==> src/rtl/hex_display_pkg.sv <==
// Purpose : shared seven-segment types and the active-low hex glyph table.
// Contents: seg_t (bit0=a .. bit6=g, active low), SEG_BLANK, SEG_LUT[16].
// Used by : hex_seven_seg and hex_switch_display via import hex_display_pkg::*.
package hex_display_pkg;

  typedef logic [6:0] seg_t;

  localparam seg_t SEG_BLANK = 7'h7F;

  // Glyphs for 0..F; lower-case b and d keep them distinct from 8 and 0.
  localparam seg_t SEG_LUT [16] = '{
    7'h40, 7'h79, 7'h24, 7'h30,
    7'h19, 7'h12, 7'h02, 7'h78,
    7'h00, 7'h10, 7'h08, 7'h03,
    7'h46, 7'h21, 7'h06, 7'h0E
  };

endpackage

==> src/rtl/hex_seven_seg.sv <==
// Purpose : purely combinational nibble to active-low seven-segment decoder.
// Latency : zero cycles.
// Flow    : no handshake; the output follows the inputs continuously.
//
// Ports:
//   nibble [3:0] : value to display (0..F).
//   blank        : 1 forces the segments dark regardless of nibble.
//   seg    [6:0] : segments, active low, bit0=a .. bit6=g.
module hex_seven_seg
  import hex_display_pkg::*;
(
  input  logic [3:0] nibble,
  input  logic       blank,
  output seg_t       seg
);

  assign seg = blank ? SEG_BLANK : SEG_LUT[nibble];

endmodule

==> src/rtl/hex_switch_display.sv <==
// Purpose : DE2-115 board top; shows SW[15:0] on HEX3..HEX0, SW[17:16] on HEX4.
// Latency : one CLOCK_50 edge from SW to every output.
// Flow    : no backpressure; SW is sampled unconditionally every cycle.
//
// Ports:
//   CLOCK_50           : system clock, the only clock used.
//   rst                : synchronous active-high reset; clears the capture register.
//   CLOCK2_50/3_50, KEY: unused board inputs.
//   SW    [17:0]       : slide switches, assumed synchronous to CLOCK_50.
//   LEDG  [8:0]        : green LEDs, held at 0.
//   LEDR  [17:0]       : registered copy of SW.
//   HEX0..HEX7 [6:0]   : active-low segments; HEX5..HEX7 always blank.
//
// Build option: define HEX_LZB_EN for leading-zero blanking of HEX4..HEX1
// (HEX0 always shows its digit).
module hex_switch_display
  import hex_display_pkg::*;
#(
  parameter int NUM_DIGITS = 4
) (
  input  logic        CLOCK_50,
  input  logic        rst,
  input  logic        CLOCK2_50,
  input  logic        CLOCK3_50,
  input  logic [3:0]  KEY,
  input  logic [17:0] SW,
  output logic [8:0]  LEDG,
  output logic [17:0] LEDR,
  output seg_t        HEX0,
  output seg_t        HEX1,
  output seg_t        HEX2,
  output seg_t        HEX3,
  output seg_t        HEX4,
  output seg_t        HEX5,
  output seg_t        HEX6,
  output seg_t        HEX7
);

  logic [17:0] sw_q;
  logic [3:0]  digit [5];
  logic [4:0]  blank;
  seg_t        seg   [5];

  // Tie off board inputs this design has no use for.
  logic unused_inputs;
  assign unused_inputs = ^{CLOCK2_50, CLOCK3_50, KEY};

  always_ff @(posedge CLOCK_50) begin
    if (rst) begin
      sw_q <= '0;
    end else begin
      sw_q <= SW;
    end
  end

  for (genvar i = 0; i < NUM_DIGITS; i++) begin : g_nibble
    assign digit[i] = sw_q[4*i +: 4];
  end
  // The two top switches form a fifth digit that can only show 0..3.
  assign digit[4] = {2'b00, sw_q[17:16]};

`ifdef HEX_LZB_EN
  // A digit goes dark only if it and every digit above it are zero.
  assign blank[4] = (digit[4] == 4'h0);
  assign blank[3] = blank[4] && (digit[3] == 4'h0);
  assign blank[2] = blank[3] && (digit[2] == 4'h0);
  assign blank[1] = blank[2] && (digit[1] == 4'h0);
  assign blank[0] = 1'b0;
`else
  assign blank = '0;
`endif

  for (genvar i = 0; i < 5; i++) begin : g_dec
    hex_seven_seg u_dec (
      .nibble (digit[i]),
      .blank  (blank[i]),
      .seg    (seg[i])
    );
  end

  assign HEX0 = seg[0];
  assign HEX1 = seg[1];
  assign HEX2 = seg[2];
  assign HEX3 = seg[3];
  assign HEX4 = seg[4];
  assign HEX5 = SEG_BLANK;
  assign HEX6 = SEG_BLANK;
  assign HEX7 = SEG_BLANK;

  assign LEDR = sw_q;
  assign LEDG = '0;

endmodule

==> config.mk <==
export PLATFORM = sky130hd
export DESIGN_NAME = hex_switch_display
export DESIGN_NICKNAME = d
export VERILOG_FILES = /design/src/rtl/hex_display_pkg.sv /design/src/rtl/hex_seven_seg.sv /design/src/rtl/hex_switch_display.sv
export SDC_FILE = /design/constraint.sdc
export NUM_CORES = 1
export LEC_CHECK = 0
export ABC_AREA = 1
export CAP_MARGIN = 20
export CORE_MARGIN = 2
export CORE_UTILIZATION = 35
export CTS_BUF_LIST = sky130_fd_sc_hd__clkbuf_2 sky130_fd_sc_hd__clkbuf_4 sky130_fd_sc_hd__clkbuf_8
export DETAILED_ROUTE_END_ITERATION = 8
export GPL_TIMING_DRIVEN = 1
export PLACE_DENSITY = 0.74
export SYNTH_ARGS = -nofsm -noshare
export SYNTH_HDL_FRONTEND = slang
export SYNTH_SLANG_ARGS = --single-unit
==> constraint.sdc <==
create_clock -name CLOCK_50 -period 1.1 [get_ports CLOCK_50]
set_input_delay 0.165 -clock CLOCK_50 [delete_from_list [all_inputs] [get_ports CLOCK_50]]
set_output_delay 0.165 -clock CLOCK_50 [all_outputs]
set_load 0.01 [all_outputs]
# [Word-level counts from Yosys, hierarchy flattened]
# Memory sizes are Yosys's and may differ from the RTL's.
# Cells that the tools add are included.
# Widths: inputs -> output; s select.
[totals] ff_bits=18 input_bits=26 output_inout_bits=83 romBits=560 n_memories=5
[op_classes] n_lt_le_gt_ge=5 mux=10 n_bitwise=5
[mem_list] name="(no name shown)" words=16 width=7 read_ports=1 rd_clocked_by_memory_dff=0 wr=0 line="hex_seven_seg.sv:17" source="assign seg = blank ? SEG_BLANK : SEG_LUT[nibble];"
[mem_list] name="(no name shown)" words=16 width=7 read_ports=1 rd_clocked_by_memory_dff=0 wr=0 line="hex_seven_seg.sv:17"
[mem_list] name="(no name shown)" words=16 width=7 read_ports=1 rd_clocked_by_memory_dff=0 wr=0 line="hex_seven_seg.sv:17"
[mem_list] name="(no name shown)" words=16 width=7 read_ports=1 rd_clocked_by_memory_dff=0 wr=0 line="hex_seven_seg.sv:17"
[mem_list] name="(no name shown)" words=16 width=7 read_ports=1 rd_clocked_by_memory_dff=0 wr=0 line="hex_seven_seg.sv:17"
[op_table] op="$mux 7" n=10
[op_table] op="$ge 5x5->1 const B" n=5
[op_table] op="$not 4->5" n=4
[op_table] op="$not 2->5" n=1

# [Longest topological paths before layout]
[logic_depth] ltp_word=4 ltp_mapped=7 ltp_nobuf=7

# [By module]
# A second synthesis with hierarchy kept.
[unflattened] hier_cells=344 area_unflattened_um2=2219.6
[by_module_without_submodules] module="hex_seven_seg (g_dec[1].u_dec ...)" cells_per_inst=51 area_each_um2=294.0 n_inst=4 seq_area_each_um2=0.0
[by_module_without_submodules] module="hex_switch_display" cells_per_inst=88 area_each_um2=754.5 n_inst=1 seq_area_each_um2=360.3
[by_module_without_submodules] module="hex_seven_seg (g_dec[0].u_dec)" cells_per_inst=52 area_each_um2=289.0 n_inst=1 seq_area_each_um2=0.0

# [Least setup slack after synthesis]
# OpenSTA, ideal clock, no wires.
[synth_timing] path_type="register -> output" start="register sw_q[8] (netlist: LEDR[8])" end="output HEX2[3]" path_buffers=0 path_slack_ns=-0.214 path_stages_with_launch=8 arrival_ns=1.149 path_cell_list="dfxtp_1 > inv_1 > ha_1 > inv_1 > nand2_1 > nand2_1 > nand2_1 > nand2_1"
[synth_between] elab_chain_cells=4
[synth_rtl] element="from (decl)" line="hex_switch_display.sv:39" source="logic [17:0] sw_q;"
[synth_rtl] element="from (signal assigned)" line="hex_switch_display.sv:50" source="sw_q <= '0;"
[synth_rtl] element="from (signal assigned)" line="hex_switch_display.sv:52" source="sw_q <= SW;"
[synth_rtl] element="$not 4->5 (implied by the code)" line="hex_seven_seg.sv:17"
[synth_rtl] element="$mem_v2 16x7"
[synth_rtl] element="$mux 7 (implied by the code) (2 in series)" line="hex_seven_seg.sv:17"
[synth_rtl] element="to (decl)" line="hex_switch_display.sv:31" source="output seg_t HEX2,"
# Every way passes these cells. The select of a mux whose other input is x is not followed.

# [Final worst setup path]
[layout_timing] start="register sw_q[5] (netlist: LEDR[5])" end="output HEX1[3]"
[layout_between] elab_chain_cells=4
[layout_rtl] element="$not 4->5 (implied by the code)" line="hex_seven_seg.sv:17"
[layout_rtl] element="$mem_v2 16x7"
[layout_rtl] element="$mux 7 (implied by the code) (2 in series)" line="hex_seven_seg.sv:17"
[layout_rtl] element="to (decl)" line="hex_switch_display.sv:30" source="output seg_t HEX1,"
# Every way passes these cells. The select of a mux whose other input is x is not followed.

==> results.sh <==
export IMPL_status="finished with violations"
export IMPL_violations="negative setup slack"
export IMPL_synth_cell_types=15
export IMPL_diodes=0
export IMPL_timing_final_crit_period_ns=1.496
export IMPL_initial_core_util_pct=36.40
export IMPL_dr_pass1_iters=4
export IMPL_drt_iter0_drc=41
export IMPL_synth_seq_cells=18
export IMPL_largest_reg_flops=18
export IMPL_vias=2075
export IMPL_post_place_ws_ns=-0.5145
export IMPL_drive_above_1_share_pct=55.58
export IMPL_via_per_inst=4.305
export IMPL_die_x_microns=76.89
export IMPL_grt_overflow_total=0
export IMPL_place_area_sq_mm=0.002848
export IMPL_nFillCells=431
export IMPL_antenna_found_initial=0
export IMPL_grt_pass1_vias=2001
export IMPL_yosys_cell_count_top_type="nand2_1"
export IMPL_timing_fmax_mhz=668.6
export IMPL_critPathTopFamily="flip-flops"
export IMPL_clock_sinks=18
export IMPL_ys_flop_type="dfxtp_1"
export IMPL_fin_nets=467
export IMPL_met3RoutedLength_microns=365
export IMPL_post_route_period_util_pct=136.0
export IMPL_drc_errors=0
export IMPL_fp_dieH_microns=76.89
export IMPL_netlist_instances=296
export IMPL_grt_use_total_pct=16.77
export IMPL_setup_tns_ns=-9.002
export IMPL_cts_tree="built"
export IMPL_crit_top_cell="nand2_1"
export IMPL_dp_hpwl_microns=3712
export IMPL_crit_path_cell_trace="inv_8 -> ha_4 -> inv_2 -> nand2_1 -> nand2_1 -> nand2_1 -> nand2_2 -> buf_6"
export IMPL_h_tree_depth=1
export IMPL_path_buf_inv=3
export IMPL_synthTopCellsByArea="dfxtp_1, ha_1, nand2_1"
export IMPL_rsz0062_at_grt="true"
export IMPL_core_area_sq_mm=0.005107
export IMPL_async_flop_share_pct=0
export IMPL_crit_fanout=5
export IMPL_routedWlPerCell_microns=11.47
export IMPL_hp_class="input pin to flop"
export IMPL_seq_area_frac_synth_pct=19.38
export IMPL_ctsLongestPathBuffers=2
export IMPL_yosysTopAreaCell="dfxtp_1"
export IMPL_cts_buffers=3
export IMPL_ios=109
export IMPL_synth_top_area_share_pct=19.38
export IMPL_slew_viol_final=0
export IMPL_yosys_warnings=0
export IMPL_hold_viol=0
export IMPL_synth_edf_count=0
export IMPL_avgSynthCellArea_sq_um=6.281
export IMPL_ant_nets=0
export IMPL_globalplace_congestion=0.8347
export IMPL_crit_path_end_kind="output pin"
export IMPL_path_clk_slew_ns=0.07
export IMPL_cts_root_buf="clkbuf_8"
export IMPL_rows=26
export IMPL_grt_first_pass_wirelength_microns=8431
export IMPL_power_density_mw_per_mm2=688.1
export IMPL_final_cell_area_sq_mm=0.003477
export IMPL_fin_ws_ns=-0.3956
export IMPL_highest_layer="met4"
export IMPL_port_buffers=71
export IMPL_worstSetupStartpointType="flop"
export IMPL_synth_common_cells="nand2_1, inv_1, nor2_1"
export IMPL_grt_max_degree=19
export IMPL_crit_path_max_incr_delay_ns=0.40
export IMPL_die_area_sq_mm=0.005911
export IMPL_hold_buffers=0
export IMPL_wl_met1_microns=2053
export IMPL_vdd_drop_max_v=0.0006703
export IMPL_whs_ns=0.4107
export IMPL_setup_violations_final=32
export IMPL_netlist_area_sq_mm=0.001859
export IMPL_crit_type="flop to output pin"
export IMPL_p_leak_nw=1.791
export IMPL_cpMaxStageDelayCell="dfxtp_4"
export IMPL_routed_wirelength_microns=5527
export IMPL_critical_path_required_ns=0.94
export IMPL_worstPathArrival_ns=1.33
export IMPL_cap_violations=0
export IMPL_area_delta_synth_final_pct=87.01
export IMPL_wl_met2_microns=3090
[stage by stage]
step | util [%] | std cells | power [mW]
2_1_floorplan | - | 325 | 1.268
3_3_place_gp | 55.76 | 461 | 1.674
3_5_place_dp | 55.76 | 461 | 1.688
4_1_cts | 60.31 | 478 | 2.224
5_1_grt | 68.08 | 482 | 2.552
6_report | 68.08 | 482 | 2.393
[cell families after synthesis]
logic type | count (synthesis) | share of synthesized area, %
flip-flops | 18 | 19.38
adder cells (fa/ha/maj) | 28 | 18.84
buffers and inverters | 88 | 25.64
AO/OA/AOI/OAI | 11 | 2.961
AND/OR/NAND/NOR | 149 | 32.77
other | 2 | 0.4039
[metal layers]
metal,GRT usage [%],vias up
li1,-,1059
met1,17.08,944
met2,34.47,69
met3,4.588,3
met4,1.455,0
met5,0,-
[path summary, 6_finish.rpt]
check / start / endpoint / slack, ns / cells past startpoint
setup / recovery: LEDR[5] / HEX1[3] / -0.40 / 8
hold / removal: SW[13] / LEDR[13] / 0.41 / 3
[report_power, final]
group / leakage [nW] / switching, mW / internal, mW
clock network: 0.0288 / 0.216 / 0.318
registers: 0.159 / 0.0751 / 0.675
logic: 1.60 / 0.563 / 0.545
[cell usage in the layout (no fill, tap or decap), types with 3 or more instances in the layout]
master / instances
nand2_2: 19
buf_2: 38
a21oi_2: 4
o21ai_1: 3
nand3_1: 11
clkbuf_8: 4
nor2_2: 3
ha_1: 3
conb_1: 31
nand2_1: 53
ha_4: 22
clkdlybuf4s50_1: 19
buf_6: 28
nand3_2: 20
buf_4: 31
nor2_4: 4
inv_1: 26
dfxtp_2: 3
inv_4: 4
inv_8: 5
ha_2: 3
inv_2: 10
dfxtp_4: 15
nor2_1: 31
nand2_4: 7
[what timing repair did]
item	CTS	global route
endpoints found under the setup margin	52	40
gates cloned	0	0
pin swaps	27	47
setup buffers	13	5
gates resized for setup	283	97
[cell type report]
| class | instances | area, sq um | area share [%] |
|---|---|---|---|
| Clock buffer | 4 | 55.05 | 1.583 |
| Inverter | 48 | 241.5 | 6.945 |
| Multi-Input combinational cell | 219 | 1667 | 47.93 |
| Sequential cell | 18 | 420.4 | 12.09 |
| Tap cell | 70 | 87.58 | 2.519 |
| Timing Repair Buffer | 123 | 1006 | 28.93 |
No activity file was read; power rests on OpenSTA's default activity.
